File: src/rtl/ps2_host_tx.sv
// PS/2 host-to-device transmitter: inhibits the bus, issues request-to-send, shifts
// 8 data bits + odd parity + stop on device clock falling edges, then checks the ACK.
module ps2_host_tx #(
  parameter int INHIBIT_CYCLES = 1200,
  parameter int TIMEOUT_CYCLES = 180000
) (
  input  logic       clk,
  input  logic       rst,
  input  logic [7:0] tx_data,
  input  logic       tx_start,
  output logic       busy,
  output logic       done,
  output logic       error,
  input  logic       ps2clk_in,
  input  logic       ps2data_in,
  output logic       ps2clk_drive_low,
  output logic       ps2data_drive_low
);

  localparam int CNT_MAX = (INHIBIT_CYCLES > TIMEOUT_CYCLES) ? INHIBIT_CYCLES : TIMEOUT_CYCLES;
  localparam int CNT_W   = (CNT_MAX < 2) ? 1 : $clog2(CNT_MAX + 1);

  typedef logic [CNT_W-1:0] cnt_t;

  localparam cnt_t INHIBIT_LAST = cnt_t'(INHIBIT_CYCLES - 1);
  localparam cnt_t TIMEOUT_LAST = cnt_t'(TIMEOUT_CYCLES - 1);

  typedef enum logic [2:0] {
    S_IDLE,
    S_INHIBIT,
    S_RTS,
    S_SHIFT,
    S_ACK,
    S_WAIT_IDLE
  } state_t;

  state_t     r_state;
  cnt_t       r_cnt;
  logic [3:0] r_bit_cnt;
  logic [7:0] r_shift;
  logic       r_parity;
  logic       r_busy;
  logic       r_done;
  logic       r_error;
  logic       r_clk_low;
  logic       r_data_low;

  logic       r_clk_meta;
  logic       r_clk_sync;
  logic       r_clk_prev;
  logic       r_data_meta;
  logic       r_data_sync;

  logic       w_fall;
  logic       w_timeout;
  cnt_t       w_cnt_inc;

  assign w_fall    = r_clk_prev & ~r_clk_sync;
  // The counter is one behind the elapsed cycle count, so this fires exactly
  // TIMEOUT_CYCLES cycles after the last clear.
  assign w_timeout = (r_cnt >= TIMEOUT_LAST);
  assign w_cnt_inc = (r_cnt == {CNT_W{1'b1}}) ? r_cnt : r_cnt + cnt_t'(1);

  assign busy              = r_busy;
  assign done              = r_done;
  assign error             = r_error;
  assign ps2clk_drive_low  = r_clk_low;
  assign ps2data_drive_low = r_data_low;

  always_ff @(posedge clk) begin
    if (rst) begin
      r_state     <= S_IDLE;
      r_cnt       <= '0;
      r_bit_cnt   <= '0;
      r_shift     <= '0;
      r_parity    <= 1'b0;
      r_busy      <= 1'b0;
      r_done      <= 1'b0;
      r_error     <= 1'b0;
      r_clk_low   <= 1'b0;
      r_data_low  <= 1'b0;
      r_clk_meta  <= 1'b1;
      r_clk_sync  <= 1'b1;
      r_clk_prev  <= 1'b1;
      r_data_meta <= 1'b1;
      r_data_sync <= 1'b1;
    end else begin
      r_clk_meta  <= ps2clk_in;
      r_clk_sync  <= r_clk_meta;
      r_clk_prev  <= r_clk_sync;
      r_data_meta <= ps2data_in;
      r_data_sync <= r_data_meta;
      r_done      <= 1'b0;
      r_error     <= 1'b0;

      case (r_state)
        S_IDLE: begin
          r_busy     <= 1'b0;
          r_clk_low  <= 1'b0;
          r_data_low <= 1'b0;
          if (tx_start) begin
            r_shift   <= tx_data;
            r_parity  <= ~^tx_data;
            r_cnt     <= '0;
            r_busy    <= 1'b1;
            r_clk_low <= 1'b1;
            r_state   <= S_INHIBIT;
          end
        end

        S_INHIBIT: begin
          if (r_cnt >= INHIBIT_LAST) begin
            r_clk_low  <= 1'b0;
            r_data_low <= 1'b1;
            r_cnt      <= '0;
            r_state    <= S_RTS;
          end else begin
            r_cnt <= w_cnt_inc;
          end
        end

        S_RTS: begin
          r_bit_cnt <= '0;
          if (w_timeout) begin
            r_error    <= 1'b1;
            r_busy     <= 1'b0;
            r_clk_low  <= 1'b0;
            r_data_low <= 1'b0;
            r_state    <= S_IDLE;
          end else begin
            r_cnt   <= w_fall ? '0 : w_cnt_inc;
            r_state <= S_SHIFT;
          end
        end

        S_SHIFT: begin
          if (w_fall) begin
            r_cnt     <= '0;
            r_bit_cnt <= r_bit_cnt + 4'd1;
            if (r_bit_cnt < 4'd8) begin
              r_data_low <= ~r_shift[0];
              r_shift    <= r_shift >> 1;
            end else if (r_bit_cnt == 4'd8) begin
              r_data_low <= ~r_parity;
            end else begin
              // Stop bit: release data and wait for the device to answer.
              r_data_low <= 1'b0;
              r_state    <= S_ACK;
            end
          end else if (w_timeout) begin
            r_error    <= 1'b1;
            r_busy     <= 1'b0;
            r_clk_low  <= 1'b0;
            r_data_low <= 1'b0;
            r_state    <= S_IDLE;
          end else begin
            r_cnt <= w_cnt_inc;
          end
        end

        S_ACK: begin
          if (w_fall) begin
            r_cnt <= '0;
            if (!r_data_sync) begin
              r_state <= S_WAIT_IDLE;
            end else begin
              r_error <= 1'b1;
              r_busy  <= 1'b0;
              r_state <= S_IDLE;
            end
          end else if (w_timeout) begin
            r_error    <= 1'b1;
            r_busy     <= 1'b0;
            r_clk_low  <= 1'b0;
            r_data_low <= 1'b0;
            r_state    <= S_IDLE;
          end else begin
            r_cnt <= w_cnt_inc;
          end
        end

        S_WAIT_IDLE: begin
          if (r_clk_sync && r_data_sync) begin
            r_done  <= 1'b1;
            r_busy  <= 1'b0;
            r_state <= S_IDLE;
          end else if (w_timeout) begin
            r_error    <= 1'b1;
            r_busy     <= 1'b0;
            r_clk_low  <= 1'b0;
            r_data_low <= 1'b0;
            r_state    <= S_IDLE;
          end else begin
            r_cnt <= w_fall ? '0 : w_cnt_inc;
          end
        end

        default: begin
          r_busy     <= 1'b0;
          r_clk_low  <= 1'b0;
          r_data_low <= 1'b0;
          r_state    <= S_IDLE;
        end
      endcase
    end
  end

endmodule

File: config.mk
export PLATFORM = sky130hd
export DESIGN_NAME = ps2_host_tx
export DESIGN_NICKNAME = d
export VERILOG_FILES = /design/src/rtl/ps2_host_tx.sv
export SDC_FILE = /design/constraint.sdc
export NUM_CORES = 1
export LEC_CHECK = 0
export BUFFER_PORTS_ARGS = -buffer_cell sky130_fd_sc_hd__buf_2
export CAP_MARGIN = 20
export CORE_MARGIN = 3
export CORE_UTILIZATION = 45
export DETAILED_ROUTE_END_ITERATION = 8
export GPL_TIMING_DRIVEN = 1
export PLACE_DENSITY = 0.64
export SETUP_SLACK_MARGIN = 0.15
export SYNTH_ARGS = -nofsm -noshare
export SYNTH_HDL_FRONTEND = slang
export SYNTH_SLANG_ARGS = --single-unit
File: constraint.sdc
create_clock -name clk -period 7 [get_ports clk]
set_input_delay 2.1 -clock clk [delete_from_list [all_inputs] [get_ports clk]]
set_output_delay 2.1 -clock clk [all_outputs]
set_load 0.01 [all_outputs]
=== Word-level counts from Yosys, hierarchy flattened ===
Cells that the tools add are included.

* Register bits: 44
* Bits in latches: 0
* Bits in writable memories: 0
* Bits in read-only memories: 0
* Memories kept: 0

* $add $sub $neg: 2
* Multipliers: 0
* Div/mod/pow operators: 0
* $lt $le $gt $ge: 3
* Eq/ne operators: 19
* Shift operators: 0
* Multiplexer cells: 53
* Bitwise logic cells: 6
* Reductions and logical operators: 16

{| class="wikitable"
|+ Operators with widths
! operator !! number
|-
| $mux 18 || 8
|-
| $pmux 18 s5 || 1
|-
| $mux 3 || 9
|-
| $mux 8 || 3
|-
| $mux 1 || 23
|-
| $add 18x1->18 const B || 1
|-
| $eq 18x18->1 const B || 1
|-
| $ge 18x11->1 const B || 1
|-
| $ge 18x18->1 const B || 1
|-
| $pmux 3 s6 || 1
|-
| $ne 2x2->1 const B || 8
|-
| $pmux 8 s2 || 1
|-
| $ne 3x3->1 const B || 4
|-
| $reduce_and 4->1 || 3
|-
| $pmux 1 s5 || 2
|-
| $reduce_and 3->1 || 3
|-
| $pmux 4 s2 || 1
|-
| $reduce_xnor 8->1 || 1
|-
| $eq 3x2->1 const B || 2
|-
| $eq 3x3->1 const B || 2
|-
| $pmux 1 s6 || 1
|-
| $not 1->1 || 5
|-
| $reduce_bool 5->1 || 1
|-
| $add 4x1->4 const B || 1
|-
| other kinds (12) || 15
|}

=== Logic depth before layout (Yosys ltp) ===
Gate-level depths: netlist of run 1.

* Word-level depth: 6
* Mapped depth: 8
* Depth with buffers taken out: 8

=== Worst setup path after synthesis of run 1 ===
Ideal clock, no wire load.

* Path type: input port to flip-flop
* From: in tx_start
* To: reg r_shift[4]
* Setup time: 0.091 ns
* Data arrival time: 3.557 ns
* Slack: 3.352 ns
* Stages: 5
* Cell sequence: nor4b_1 > o22a_1 > clkbuf_1 > nor2_1 > a311oi_1

* Longest elaborated chain between the ends: 2

{| class="wikitable"
|+ Ends and longest elaborated chain
! element !! line !! RTL
|-
| start: declaration || 10 || <nowiki>input logic tx_start,</nowiki>
|-
| $ne 2x2->1 (no line) || - ||
|-
| $reduce_and 4->1 (no line) || - ||
|-
| end signal: assignment || 102 || <nowiki>r_shift <= tx_data;</nowiki>
|-
| end signal: assignment || 142 || <nowiki>r_shift <= r_shift >> 1;</nowiki>
|-
| end: declaration || 40 || <nowiki>logic [7:0] r_shift;</nowiki>
|}

No other way between the ends.
A chain may end at the register's enable or synchronous reset.

=== Final worst setup path of run 1 ===
* From: in tx_start
* To: reg r_cnt[16]

* Longest elaborated chain between the ends: 2

{| class="wikitable"
|+ Ends and longest elaborated chain
! element !! line !! RTL
|-
| $ne 2x2->1 (no line) || - ||
|-
| $reduce_and 4->1 (no line) || - ||
|-
| end signal: assignment || 118 || <nowiki>r_cnt <= w_cnt_inc;</nowiki>
|-
| end signal: assignment || 131 || <nowiki>r_cnt <= w_fall ? '0 : w_cnt_inc;</nowiki>
|-
| end signal: assignment || 157 || <nowiki>r_cnt <= w_cnt_inc;</nowiki>
|-
| end: declaration || 38 || <nowiki>cnt_t r_cnt;</nowiki>
|}

No other way between the ends.

==> implementation parameters, run 1 <==
Parameter                              Value

Outcome
  Run status ... finished, final reports clean

STA
  Maximum clock skew at final layout ... 0.00744 ns
  Total of endpoints with negative setup slack in the final report ... 0
  Max-slew headroom at the worst pin ... 41.2%
  Number of hold violations in the final report ... 0
  Summed negative setup slack over all endpoints ... 0 ns
  Highest clock frequency the design can meet ... 273 MHz
  Final min period ... 3.66 ns
  Period Utilization, post-route ... 52.3%
  Slew Limit Fails ... 0
  Unrepaired setup endpoints after global routing ... no
  Least-Margin Pin Slew ... 0.870 ns

Finish
  Number of fillers in the final layout ... 524
  Flip-flop and latch area ... 881 µm²
  Ratio of cells with drive above 1 in the final layout ... 11.3%
  Net count of the finished layout ... 335
  Post-synthesis to final-layout area growth ... 8.82%
  Final standard cell area without fillers ... 0.00262 mm²
  Number of diodes ... 0
  Area taken by multi-input logic gates ... 0.00145 mm²

Synthesis
  Post-synth EDFFs ... 0
  Synth async-reset ratio ... 0%
  Leading cell types by total area after synthesis ... sky130_fd_sc_hd__dfxtp_1, sky130_fd_sc_hd__nand2_1, sky130_fd_sc_hd__nor2_1
  Combined area of all synthesized cells ... 0.00241 mm²
  Post-synthesis net count ... 328
  Main flop type after synthesis ... sky130_fd_sc_hd__dfxtp_1
  Post-synthesis sequential area ratio ... 36.5%
  Syn. warnings ... 0
  Post-synthesis cell type count ... 50
  Library cell with the largest summed area after synthesis ... sky130_fd_sc_hd__dfxtp_1
  Post-synthesis instance total ... 312
  Avg Cell Area, Syn ... 7.73 µm²
  Post-synth top area share ... 36.5%
  Synth Register Bits ... 44

Worst hold path
  Path class of the lowest-slack min-delay path ... flop to flop
  Source of the worst hold timing path ... r_clk_meta$_SDFF_PP1_

Clocking
  Post-CTS Hold Fix Bufs ... 0
  TritonCTS buffer count ... 5
  Number of buffers inserted by post-CTS setup repair ... 0
  CTS Root Buffer Type ... sky130_fd_sc_hd__clkbuf_8
  Bufs on Longest Clock Path ... 2
  CTS Sinks ... 44
  CTS tree ... done
  Clk_lat worst skew ... 0.30 ns
  H-tree depth ... 2
  Clock Pin Slew Worst Setup and Hold Paths ... 0.09 ns
  Count of instances resized after the clock tree is built ... 0

GRT
  Antenna violations before repair ... 0
  Largest net degree at the start of global routing ... 42
  Global routing usage summed across all routing layers ... 19.3%
  Wire length of the first global-routing pass ... 9.87 mm
  GR Overflow Total ... 0
  Number of global-route vias before repair ... 2089

Flow run
  Count of maximum capacitance violations ... 0

Setup path
  Crit path launch ... tx_start
  Worst-path maximum fanout ... 12
  Reg-to-reg critical path startpoint ... r_cnt[0]$_SDFFE_PP0P_
  Endpoint class of the critical path ... flop
  Nature of the critical path startpoint ... input pin
  Required time of the critical path ... 7.22 ns
  Critical Setup Path Class ... input pin to flop
  CP arrival ... 3.88 ns

Drt
  Met3 WL post-DR ... 379 µm
  Final WL ... 5.75 mm
  Drt drc ... 0
  Total via count in the routed design ... 2334
  Highest metal layer used by the detailed router ... met4
  Met1 Routed Length ... 2.81 mm
  Iteration-0 DRC Markers ... 234
  Via count normalized by instance count ... 5.98
  Count of TritonRoute iterations in the first routing pass ... 5
  DRT antenna net count ... 0
  Mean routed wirelength per cell ... 14.7 µm
  Met2 routed wirelength ... 2.48 mm

Floorplan
  I/O pin count ... 18
  Number of standard-cell rows in the floorplan ... 26
  Die Height ... 79.2 µm
  Die outline width ... 79.2 µm
  Initial standard-cell utilization of the core ... 46.9%
  Core ar. ... 0.00514 mm²
  Floorplan die area ... 0.00627 mm²

Placed design
  PortBufs ... 17
  Estimated wirelength of the detail-placed design ... 3.89 mm
  Placer Congestion ... 0.872
  Placed cell areas ... 0.00253 mm²

Pwr
  Cell leakage power ... 0.938 nW
  Worst vdd rail ir drop ... 0.108 mV
  Total power per unit cell area ... 267 mW/mm²
[report_power, final]
group	switching (mW)	internal [mW]
clock	0.0917	0.0800
sequential	0.0363	0.279
combinational	0.131	0.0831
[sequential cells by signal, indices dropped and copies added, names as in the netlist]
signal and flops:
r_cnt 18, r_shift 8, r_bit_cnt 4, r_state 3
busy 1, done 1, error 1, ps2clk_drive_low 1
ps2data_drive_low 1, r_clk_meta 1, r_clk_prev 1, r_clk_sync 1
r_data_meta 1, r_data_sync 1, r_parity 1
[worst paths after layout]
check | end | slack (ns) | cells past startpoint
setup / recovery | r_cnt[16]$_SDFFE_PP0P_ | 3.34 | 5
hold / removal | r_clk_sync$_SDFF_PP1_ | 0.42 | 1
setup reg to reg | r_cnt[12]$_SDFFE_PP0P_ | 4.11 | 7
hold reg to reg | r_clk_sync$_SDFF_PP1_ | 0.42 | 1
[Yosys cell counts, types with 3 or more instances]
cell type / n
sky130_fd_sc_hd__a21oi_1: 22
sky130_fd_sc_hd__ha_1: 3
sky130_fd_sc_hd__and4_1: 3
sky130_fd_sc_hd__nor4_1: 4
sky130_fd_sc_hd__xnor2_1: 8
sky130_fd_sc_hd__a31oi_1: 7
sky130_fd_sc_hd__nor3_1: 16
sky130_fd_sc_hd__a311oi_1: 11
sky130_fd_sc_hd__nand2b_1: 5
sky130_fd_sc_hd__nor2b_1: 8
sky130_fd_sc_hd__nand2_1: 41
sky130_fd_sc_hd__o31ai_1: 3
sky130_fd_sc_hd__mux2i_1: 3
sky130_fd_sc_hd__inv_1: 3
sky130_fd_sc_hd__clkbuf_1: 16
sky130_fd_sc_hd__nand4_1: 5
sky130_fd_sc_hd__nand3_1: 13
sky130_fd_sc_hd__o21ai_0: 11
sky130_fd_sc_hd__dfxtp_1: 44
sky130_fd_sc_hd__a21o_1: 3
sky130_fd_sc_hd__nor2_1: 35
sky130_fd_sc_hd__or2_2: 7
[cells in the final DEF, fill, tap and decap left out, types with 7 or more instances in the layout]
cell / netlist / routed
sky130_fd_sc_hd__dfxtp_1: 44 / 44
sky130_fd_sc_hd__a31oi_1: 7 / 7
sky130_fd_sc_hd__or2_2: 7 / 7
sky130_fd_sc_hd__nor2_1: 35 / 35
sky130_fd_sc_hd__xnor2_1: 8 / 8
sky130_fd_sc_hd__nor3_1: 16 / 16
sky130_fd_sc_hd__a21oi_1: 22 / 22
sky130_fd_sc_hd__buf_2: 1 / 17
sky130_fd_sc_hd__nand3_1: 13 / 13
sky130_fd_sc_hd__nand2_1: 41 / 41
sky130_fd_sc_hd__o21ai_0: 11 / 11
sky130_fd_sc_hd__a311oi_1: 11 / 11
sky130_fd_sc_hd__nor2b_1: 8 / 8
[metrics by stage]
step | std cells | worst slack (ns) | power (mW) | util, % | hold slack (ns)
final | 390 | 3.34 | 0.701 | 51.0 | 0.416
after global routing | 390 | 3.13 | 0.751 | 51.0 | 0.426
after CTS | 390 | 3.36 | 0.706 | 51.0 | 0.417
after detailed placement | 382 | 3.04 | 0.535 | 49.1 | 0.395
after global placement | 382 | 3.14 | 0.532 | 49.1 | 0.391
after floorplan | 312 | 3.35 | 0.478 | - | 0.389
[layer usage]
metal  vias to the layer above  global-route usage [%]
met1                      1081                    28.1
met5                         -                       0
met4                         0                    5.67
li1                       1157                       -
met2                        85                    28.8
met3                        11                    3.74
[cell families (layout without fill, tap and decap cells)]
family	count (synthesis)	count (layout)	share of synthesized area (%)
adders and majority gates	3	3	1.56
DFF	44	44	36.5
buffers and inverters	22	30	3.48
AOI/OAI and AO/OA	80	80	22.9
xor gates and xnor gates	10	10	3.63
muxes	3	3	1.25
and+or+nand+nor	150	150	30.7
[area by class of cell]
type | count | share of cell area, %
clock inverters | 2 | 0.572
repair buffers | 19 | 3.81
well taps | 70 | 3.34
multi-input cells | 246 | 55.1
clock buffers | 6 | 3.15
inverters | 3 | 0.429
flip-flops and latches | 44 | 33.6
[critical path, stage by stage]
cell	delay [ns]
sky130_fd_sc_hd__buf_2	0.13
sky130_fd_sc_hd__o41ai_1	0.71
sky130_fd_sc_hd__a21oi_1	0.39
sky130_fd_sc_hd__a21o_1	0.34
sky130_fd_sc_hd__a311oi_1	0.20
Power figures use the tool's default switching activity.
==> inputs of run 2 (changes only) <==
==> constraint.sdc (replaced) <==
create_clock -name clk -period 3.4 [get_ports clk]
set_input_delay 1.02 -clock clk [delete_from_list [all_inputs] [get_ports clk]]
set_output_delay 1.02 -clock clk [all_outputs]
set_load 0.01 [all_outputs]
==> run 2 against run 1 <==
Die area unchanged. Highest routed layer unchanged. Non-clock buffer count up 6. Sequential power up 96%. Worst hold slack worse by 0.00082 ns. Clock power rose to 3.2 times the previous value. Utilization up 2.1 points. Critical path type is now flop to flop. Setup slack worse by 2.7 ns.
==> implementation parameters, run 2 (synthesis results as in run 1) <==
Parameter                              Value

Finish
  Number of diodes ... 0
  Max reg flops ... 18
  Number of fillers in the final layout ... 513
  Final standard cell utilization of the core ... 53.1%
  Most common cell after layout, fill and taps aside ... sky130_fd_sc_hd__dfxtp_1
  Net count of the finished layout ... 341
  Largest register by flop count ... r_cnt
  Flip-flop and latch area ... 881 µm²
  Ratio of cells with drive above 1 in the final layout ... 12.9%
  Commonest non-fill, non-tap cells in the layout ... sky130_fd_sc_hd__dfxtp_1, sky130_fd_sc_hd__nand2_1, sky130_fd_sc_hd__nor2_1, sky130_fd_sc_hd__a21oi_1, sky130_fd_sc_hd__buf_2
  Area taken by multi-input logic gates ... 0.00145 mm²
  Registers with the most flip-flops ... r_cnt x18, r_shift x8, r_bit_cnt x4
  Final standard cell area without fillers ... 0.00273 mm²
  Post-synthesis to final-layout area growth ... 13.2%

GRT
  Global routing usage summed across all routing layers ... 19.4%
  Layer carrying the most global-route usage ... met1
  Antenna violations before repair ... 0
  M1 GR Usage ... 28.7%
  GR Overflow Total ... 0
  Global routing usage on met3 ... 3.63%
  Number of global-route vias before repair ... 2075
  Largest net degree at the start of global routing ... 42
  Met2 Use GR ... 28.5%
  Wire length of the first global-routing pass ... 9.98 mm

Setup path
  Endpoint class of the critical path ... flop
  Worst-path maximum fanout ... 11
  R2r endpoint ... r_cnt[15]$_SDFFE_PP0P_
  Family with the most delay on the worst path ... compound AO/OA/AOI/OAI gates
  Critical Setup Path Class ... flop to flop
  Critical-path top delay cell ... sky130_fd_sc_hd__or4_1
  Largest stage delay on the critical path ... 0.55 ns
  Setup slack of the most critical reg-to-reg path ... 0.67 ns
  Required time of the critical path ... 3.61 ns
  Depth of the worst register-to-register path ... 7
  CP arrival ... 2.95 ns
  Crit path capture ... r_cnt[15]$_SDFFE_PP0P_
  Sum of buffers and inverters on the critical path ... 0
  Ordered cell list for the critical path ... ha_1 > and4_4 > o311a_1 > a221o_1 > a21o_1 > or4_1 > a21oi_1
  Nature of the critical path startpoint ... flop
  Number of cells on the critical path ... 7
  Crit path launch ... r_cnt[0]$_SDFFE_PP0P_
  Reg-to-reg critical path startpoint ... r_cnt[0]$_SDFFE_PP0P_

Floorplan
  Initial standard-cell utilization of the core ... 46.9%
  Die Height ... 79.2 µm
  Number of standard-cell rows in the floorplan ... 26
  Die outline width ... 79.2 µm
  I/O pin count ... 18
  Core ar. ... 0.00514 mm²
  Floorplan die area ... 0.00627 mm²

Drt
  Via count normalized by instance count ... 6.01
  Drt drc ... 0
  Total via count in the routed design ... 2379
  Count of TritonRoute iterations in the first routing pass ... 5
  Iteration-0 DRC Markers ... 303
  Final WL ... 5.82 mm
  Mean routed wirelength per cell ... 14.7 µm
  DRT antenna net count ... 0

STA
  Total of endpoints with negative setup slack in the final report ... 0
  Summed negative setup slack over all endpoints ... 0 ns
  Least-Margin Pin Slew ... 0.836 ns
  Period Utilization, post-route ... 80.4%
  Worst hold margin ... 0.415 ns
  Final min period ... 2.73 ns
  Unrepaired setup endpoints after global routing ... no
  Slew Limit Fails ... 0
  Highest clock frequency the design can meet ... 366 MHz
  Max-slew headroom at the worst pin ... 43.8%
  Number of hold violations in the final report ... 0
  Maximum clock skew at final layout ... 0.00611 ns

Flow run
  Count of maximum capacitance violations ... 0

Pwr
  Post-layout power ... 1.66 mW
  Cell leakage power ... 1.00 nW
  Worst vdd rail ir drop ... 0.391 mV
  Total power per unit cell area ... 609 mW/mm²

Clocking
  CTS tree ... done
  Bufs on Longest Clock Path ... 2
  Clock Pin Slew Worst Setup and Hold Paths ... 0.08 ns
  H-tree depth ... 2
  Clk_lat worst skew ... 0.29 ns
  Number of buffers inserted by post-CTS setup repair ... 0
  CTS Sinks ... 44
  TritonCTS buffer count ... 5
  Post-CTS Hold Fix Bufs ... 0
  Count of instances resized after the clock tree is built ... 0
  CTS Root Buffer Type ... sky130_fd_sc_hd__clkbuf_8

Placed design
  Estimated wirelength of the detail-placed design ... 4.00 mm
  Placed cell areas ... 0.00257 mm²
  Placer Congestion ... 0.870
  PortBufs ... 17

Outcome
  Run status ... finished, final reports clean

Worst hold path
  Path class of the lowest-slack min-delay path ... flop to flop
## run 2: how the worst min path moves through the flow
stage / endpoint / startpoint / cells past startpoint / slack (ns)
detailed placement: r_data_sync$_SDFF_PP1_ / r_data_meta$_SDFF_PP1_ / 1 / 0.40
global placement: r_clk_sync$_SDFF_PP1_ / r_clk_meta$_SDFF_PP1_ / 1 / 0.39
floorplan: r_clk_sync$_SDFF_PP1_ / r_clk_meta$_SDFF_PP1_ / 1 / 0.39
CTS: r_data_sync$_SDFF_PP1_ / r_data_meta$_SDFF_PP1_ / 1 / 0.42
global route: r_data_sync$_SDFF_PP1_ / r_data_meta$_SDFF_PP1_ / 1 / 0.43
finish: r_data_sync$_SDFF_PP1_ / r_data_meta$_SDFF_PP1_ / 1 / 0.42
## run 2: routing by layer
metal  wire length (µm)  up-vias  share of wire, %
met3                377        8               6.5
met1               2820     1096                48
met5                  0        -                 0
met4                 49        0              0.84
met2               2570      101                44
li1                   -     1174                 -
## run 2: through the flow
step | std cells | setup WS [ns]
floorplan | 312 | 0.832
global placement | 388 | 0.816
detailed placement | 388 | 0.742
CTS | 396 | 0.690
global route | 396 | 0.556
finish | 396 | 0.666
## run 2: layout make-up
cell class / instances / share of cell area (%)
well taps: 70 / 3.21
clock inverters: 3 / 3.30
flip-flops and latches: 44 / 32.3
clock buffers: 5 / 2.52
inverters: 3 / 0.412
repair buffers: 25 / 5.32
multi-input cells: 246 / 53.0
## run 2: power breakdown
group | switching, mW | internal, mW | leakage, nW | total (mW)
logic | 0.309 | 0.190 | 0.566 | 0.499
clock network | 0.180 | 0.367 | 0.0784 | 0.548
registers | 0.0413 | 0.575 | 0.358 | 0.616
## run 2: worst reg2reg max path, stage by stage, from the launching register on
cell	delay [ns]
sky130_fd_sc_hd__dfxtp_1	0.34
sky130_fd_sc_hd__ha_1	0.28
sky130_fd_sc_hd__and4_4	0.24
sky130_fd_sc_hd__o311a_1	0.33
sky130_fd_sc_hd__a221o_1	0.41
sky130_fd_sc_hd__a21o_1	0.34
sky130_fd_sc_hd__or4_1	0.55
sky130_fd_sc_hd__a21oi_1	0.18
==> inputs of run 3 (changes only) <==
--- a/config.mk
+++ b/config.mk
@@ -5,13 +5,14 @@
 export SDC_FILE = /design/constraint.sdc
 export NUM_CORES = 1
 export LEC_CHECK = 0
+export ABC_AREA = 1
 export BUFFER_PORTS_ARGS = -buffer_cell sky130_fd_sc_hd__buf_2
 export CAP_MARGIN = 20
 export CORE_MARGIN = 3
 export CORE_UTILIZATION = 45
 export DETAILED_ROUTE_END_ITERATION = 8
 export GPL_TIMING_DRIVEN = 1
-export PLACE_DENSITY = 0.64
+export PLACE_DENSITY = 0.63
 export SETUP_SLACK_MARGIN = 0.15
 export SYNTH_ARGS = -nofsm -noshare
 export SYNTH_HDL_FRONTEND = slang
==> constraint.sdc (replaced) <==
create_clock -name clk -period 2.6 [get_ports clk]
set_input_delay 0.78 -clock clk [delete_from_list [all_inputs] [get_ports clk]]
set_output_delay 0.78 -clock clk [all_outputs]
set_load 0.01 [all_outputs]
==> run 3 against run 2 <==
Register-to-register slack got worse by 0.17 ns. Clock power is 17% lower. Via count grew 24%. Critical endpoint is now r_cnt[8]$_SDFFE_PP0P_.
==> implementation parameters, run 3 <==
Parameter                              Value

Outcome
  Run status ... finished, final reports clean

Clocking
  H-tree depth ... 2
  CTS Sinks ... 44
  Clock Pin Slew Worst Setup and Hold Paths ... 0.08 ns
  CTS Root Buffer Type ... sky130_fd_sc_hd__clkbuf_8
  CTS tree ... done
  Number of buffers inserted by post-CTS setup repair ... 0
  Count of instances resized after the clock tree is built ... 0
  TritonCTS buffer count ... 5
  Clk_lat worst skew ... 0.30 ns
  Post-CTS Hold Fix Bufs ... 0
  Bufs on Longest Clock Path ... 2

Setup path
  Critical Setup Path Class ... flop to flop
  R2r endpoint ... r_cnt[8]$_SDFFE_PP0P_
  Required time of the critical path ... 2.83 ns
  Crit path launch ... r_cnt[0]$_SDFFE_PP0P_
  Worst-path maximum fanout ... 11
  CP arrival ... 2.34 ns
  Crit path capture ... r_cnt[8]$_SDFFE_PP0P_
  Nature of the critical path startpoint ... flop
  Depth of the worst register-to-register path ... 11
  Endpoint class of the critical path ... flop
  Reg-to-reg critical path startpoint ... r_cnt[0]$_SDFFE_PP0P_
  Setup slack of the most critical reg-to-reg path ... 0.49 ns

Floorplan
  Core ar. ... 0.00606 mm²
  Number of standard-cell rows in the floorplan ... 28
  Die Height ... 85.9 µm
  Initial standard-cell utilization of the core ... 47.4%
  Die outline width ... 85.9 µm
  I/O pin count ... 18
  Floorplan die area ... 0.00738 mm²

STA
  Period Utilization, post-route ... 81.0%
  Slew Limit Fails ... 0
  Worst setup slack after layout ... 0.493 ns
  Least-Margin Pin Slew ... 0.483 ns
  Final min period ... 2.11 ns
  Number of hold violations in the final report ... 0
  Maximum clock skew at final layout ... 0.00650 ns
  Highest clock frequency the design can meet ... 475 MHz
  Unrepaired setup endpoints after global routing ... no
  Summed negative setup slack over all endpoints ... 0 ns
  Max-slew headroom at the worst pin ... 67.7%
  Total of endpoints with negative setup slack in the final report ... 0
  Worst hold margin ... 0.420 ns

Finish
  Post-synthesis to final-layout area growth ... 7.75%
  Number of fillers in the final layout ... 651
  Largest register by flop count ... r_cnt
  Number of diodes ... 0
  Most common cell after layout, fill and taps aside ... sky130_fd_sc_hd__nand2_1
  Registers with the most flip-flops ... r_cnt x18, r_shift x8, r_bit_cnt x4
  Net count of the finished layout ... 496
  Commonest non-fill, non-tap cells in the layout ... sky130_fd_sc_hd__nand2_1, sky130_fd_sc_hd__nor2_1, sky130_fd_sc_hd__dfxtp_1, sky130_fd_sc_hd__inv_1, sky130_fd_sc_hd__nand3_1
  Ratio of cells with drive above 1 in the final layout ... 13.1%
  Max reg flops ... 18

GRT
  Wire length of the first global-routing pass ... 12.5 mm
  Number of global-route vias before repair ... 2716
  Antenna violations before repair ... 0
  Global routing usage summed across all routing layers ... 20.9%
  GR Overflow Total ... 0
  Largest net degree at the start of global routing ... 24

Pwr
  Cell leakage power ... 1.38 nW
  Worst vdd rail ir drop ... 0.414 mV
  Post-layout power ... 1.87 mW
  Total power per unit cell area ... 604 mW/mm²

Synthesis
  Top-count cell post-synth ... sky130_fd_sc_hd__nand2_1
  Top cells by count, synth ... sky130_fd_sc_hd__nand2_1, sky130_fd_sc_hd__nor2_1, sky130_fd_sc_hd__dfxtp_1, sky130_fd_sc_hd__inv_1, sky130_fd_sc_hd__nand3_1
  Avg Cell Area, Syn ... 6.22 µm²
  Synth async-reset ratio ... 0%
  Combined area of all synthesized cells ... 0.00287 mm²
  Syn. warnings ... 0
  Synth Register Bits ... 44
  Post-synthesis sequential area ratio ... 30.6%
  Library cell with the largest summed area after synthesis ... sky130_fd_sc_hd__dfxtp_1
  Post-synthesis cell type count ... 37
  Main flop type after synthesis ... sky130_fd_sc_hd__dfxtp_1
  Post-synthesis instance total ... 462
  Leading cell types by total area after synthesis ... sky130_fd_sc_hd__dfxtp_1, sky130_fd_sc_hd__nand2_1, sky130_fd_sc_hd__nor2_1
  Post-synth top area share ... 30.6%
  Post-synthesis net count ... 478
  Post-synth EDFFs ... 0

Placed design
  PortBufs ... 17
  Placer Congestion ... 0.987
  Estimated wirelength of the detail-placed design ... 5.63 mm
  Post-Place Setup Slack ... 0.547 ns

Drt
  Mean routed wirelength per cell ... 13.0 µm
  Iteration-0 DRC Markers ... 230
  Final WL ... 7.25 mm
  Via count normalized by instance count ... 5.30
  Total via count in the routed design ... 2945
  Drt drc ... 0
  DRT antenna net count ... 0
  Count of TritonRoute iterations in the first routing pass ... 5

Flow run
  Count of maximum capacitance violations ... 0

Worst hold path
  Path class of the lowest-slack min-delay path ... flop to flop
  Number of cells on the worst hold path ... 1
-- run 3: cell count changes after synthesis, sizes merged, moves of 5 or more --
cell,previous run,this run
a311oi,11,0
nor3,16,11
nor2b,8,0
nor2,35,75
o21ai,11,23
nand2,41,140
nand4,5,11
clkbuf,16,2
nand2b,5,0
nand3,13,42
inv,3,54
-- run 3: worst max-delay path: stages (launching register included) --
cell and delay [ns]:
sky130_fd_sc_hd__dfxtp_1 0.48, sky130_fd_sc_hd__ha_1 0.26, sky130_fd_sc_hd__inv_1 0.07, sky130_fd_sc_hd__nor2_1 0.13
sky130_fd_sc_hd__nand2_1 0.10, sky130_fd_sc_hd__nor2_1 0.10, sky130_fd_sc_hd__nand3_1 0.36, sky130_fd_sc_hd__nand2_1 0.21
sky130_fd_sc_hd__nand3_1 0.08, sky130_fd_sc_hd__nand2_1 0.08, sky130_fd_sc_hd__nand2_1 0.05, sky130_fd_sc_hd__a21oi_1 0.11
-- run 3: layout make-up --
| cell class | instances | area, µm² | area share [%] |
|---|---|---|---|
| flip-flops and latches | 44 | 881 | 28.4 |
| repair buffers | 19 | 100 | 3.23 |
| clock inverters | 1 | 7.51 | 0.242 |
| multi-input cells | 355 | 1720 | 55.5 |
| inverters | 55 | 209 | 6.75 |
| clock buffers | 7 | 86.3 | 2.79 |
| well taps | 75 | 93.8 | 3.03 |
-- run 3: worst min-delay path by stage --
stage	slack [ns]	end	start
after global routing	0.44	r_data_sync$_SDFF_PP1_	r_data_meta$_SDFF_PP1_
after CTS	0.42	r_data_sync$_SDFF_PP1_	r_data_meta$_SDFF_PP1_
after global placement	0.39	r_data_sync$_SDFF_PP1_	r_data_meta$_SDFF_PP1_
after floorplan	0.39	r_clk_sync$_SDFF_PP1_	r_clk_meta$_SDFF_PP1_
final	0.42	r_data_sync$_SDFF_PP1_	r_data_meta$_SDFF_PP1_
after detailed placement	0.40	r_data_sync$_SDFF_PP1_	r_data_meta$_SDFF_PP1_
-- run 3: where the power goes --
part           switching, mW  total [mW]  internal (mW)
sequential            0.0644       0.819          0.755
clock                  0.237       0.453          0.216
combinational          0.409       0.597          0.188
total                  0.711        1.87           1.16
-- run 3: cells by family (layout without fill, tap and decap cells) --
kind of cell | count (synthesis) | count (layout) | synth area share [%]
buffers and inverters | 63 | 82 | 9.53
AND/OR/NAND/NOR | 288 | 288 | 45.1
XOR/XNOR | 10 | 10 | 3.05
adder cells (fa/ha/maj) | 3 | 3 | 1.31
AO/OA/AOI/OAI | 53 | 53 | 9.97
multiplexers | 1 | 1 | 0.392
flip-flops | 44 | 44 | 30.6
-- run 3: through the flow --
step | util [%] | instances | cell area [µm²]
2_1_floorplan | - | 462 | 2870
3_3_place_gp | 49.5 | 548 | 3000
3_5_place_dp | 49.5 | 548 | 3000
4_1_cts | 51.1 | 556 | 3100
5_1_grt | 51.1 | 556 | 3100
6_report | 51.1 | 556 | 3100
-- run 3: per-layer routing --
layer	global-route usage [%]	up-vias	wire (µm)
met2	35.0	84	3450
met3	3.17	16	334
met4	8.06	0	193
li1	-	1517	-
met1	26.9	1328	3270
met5	0	-	0
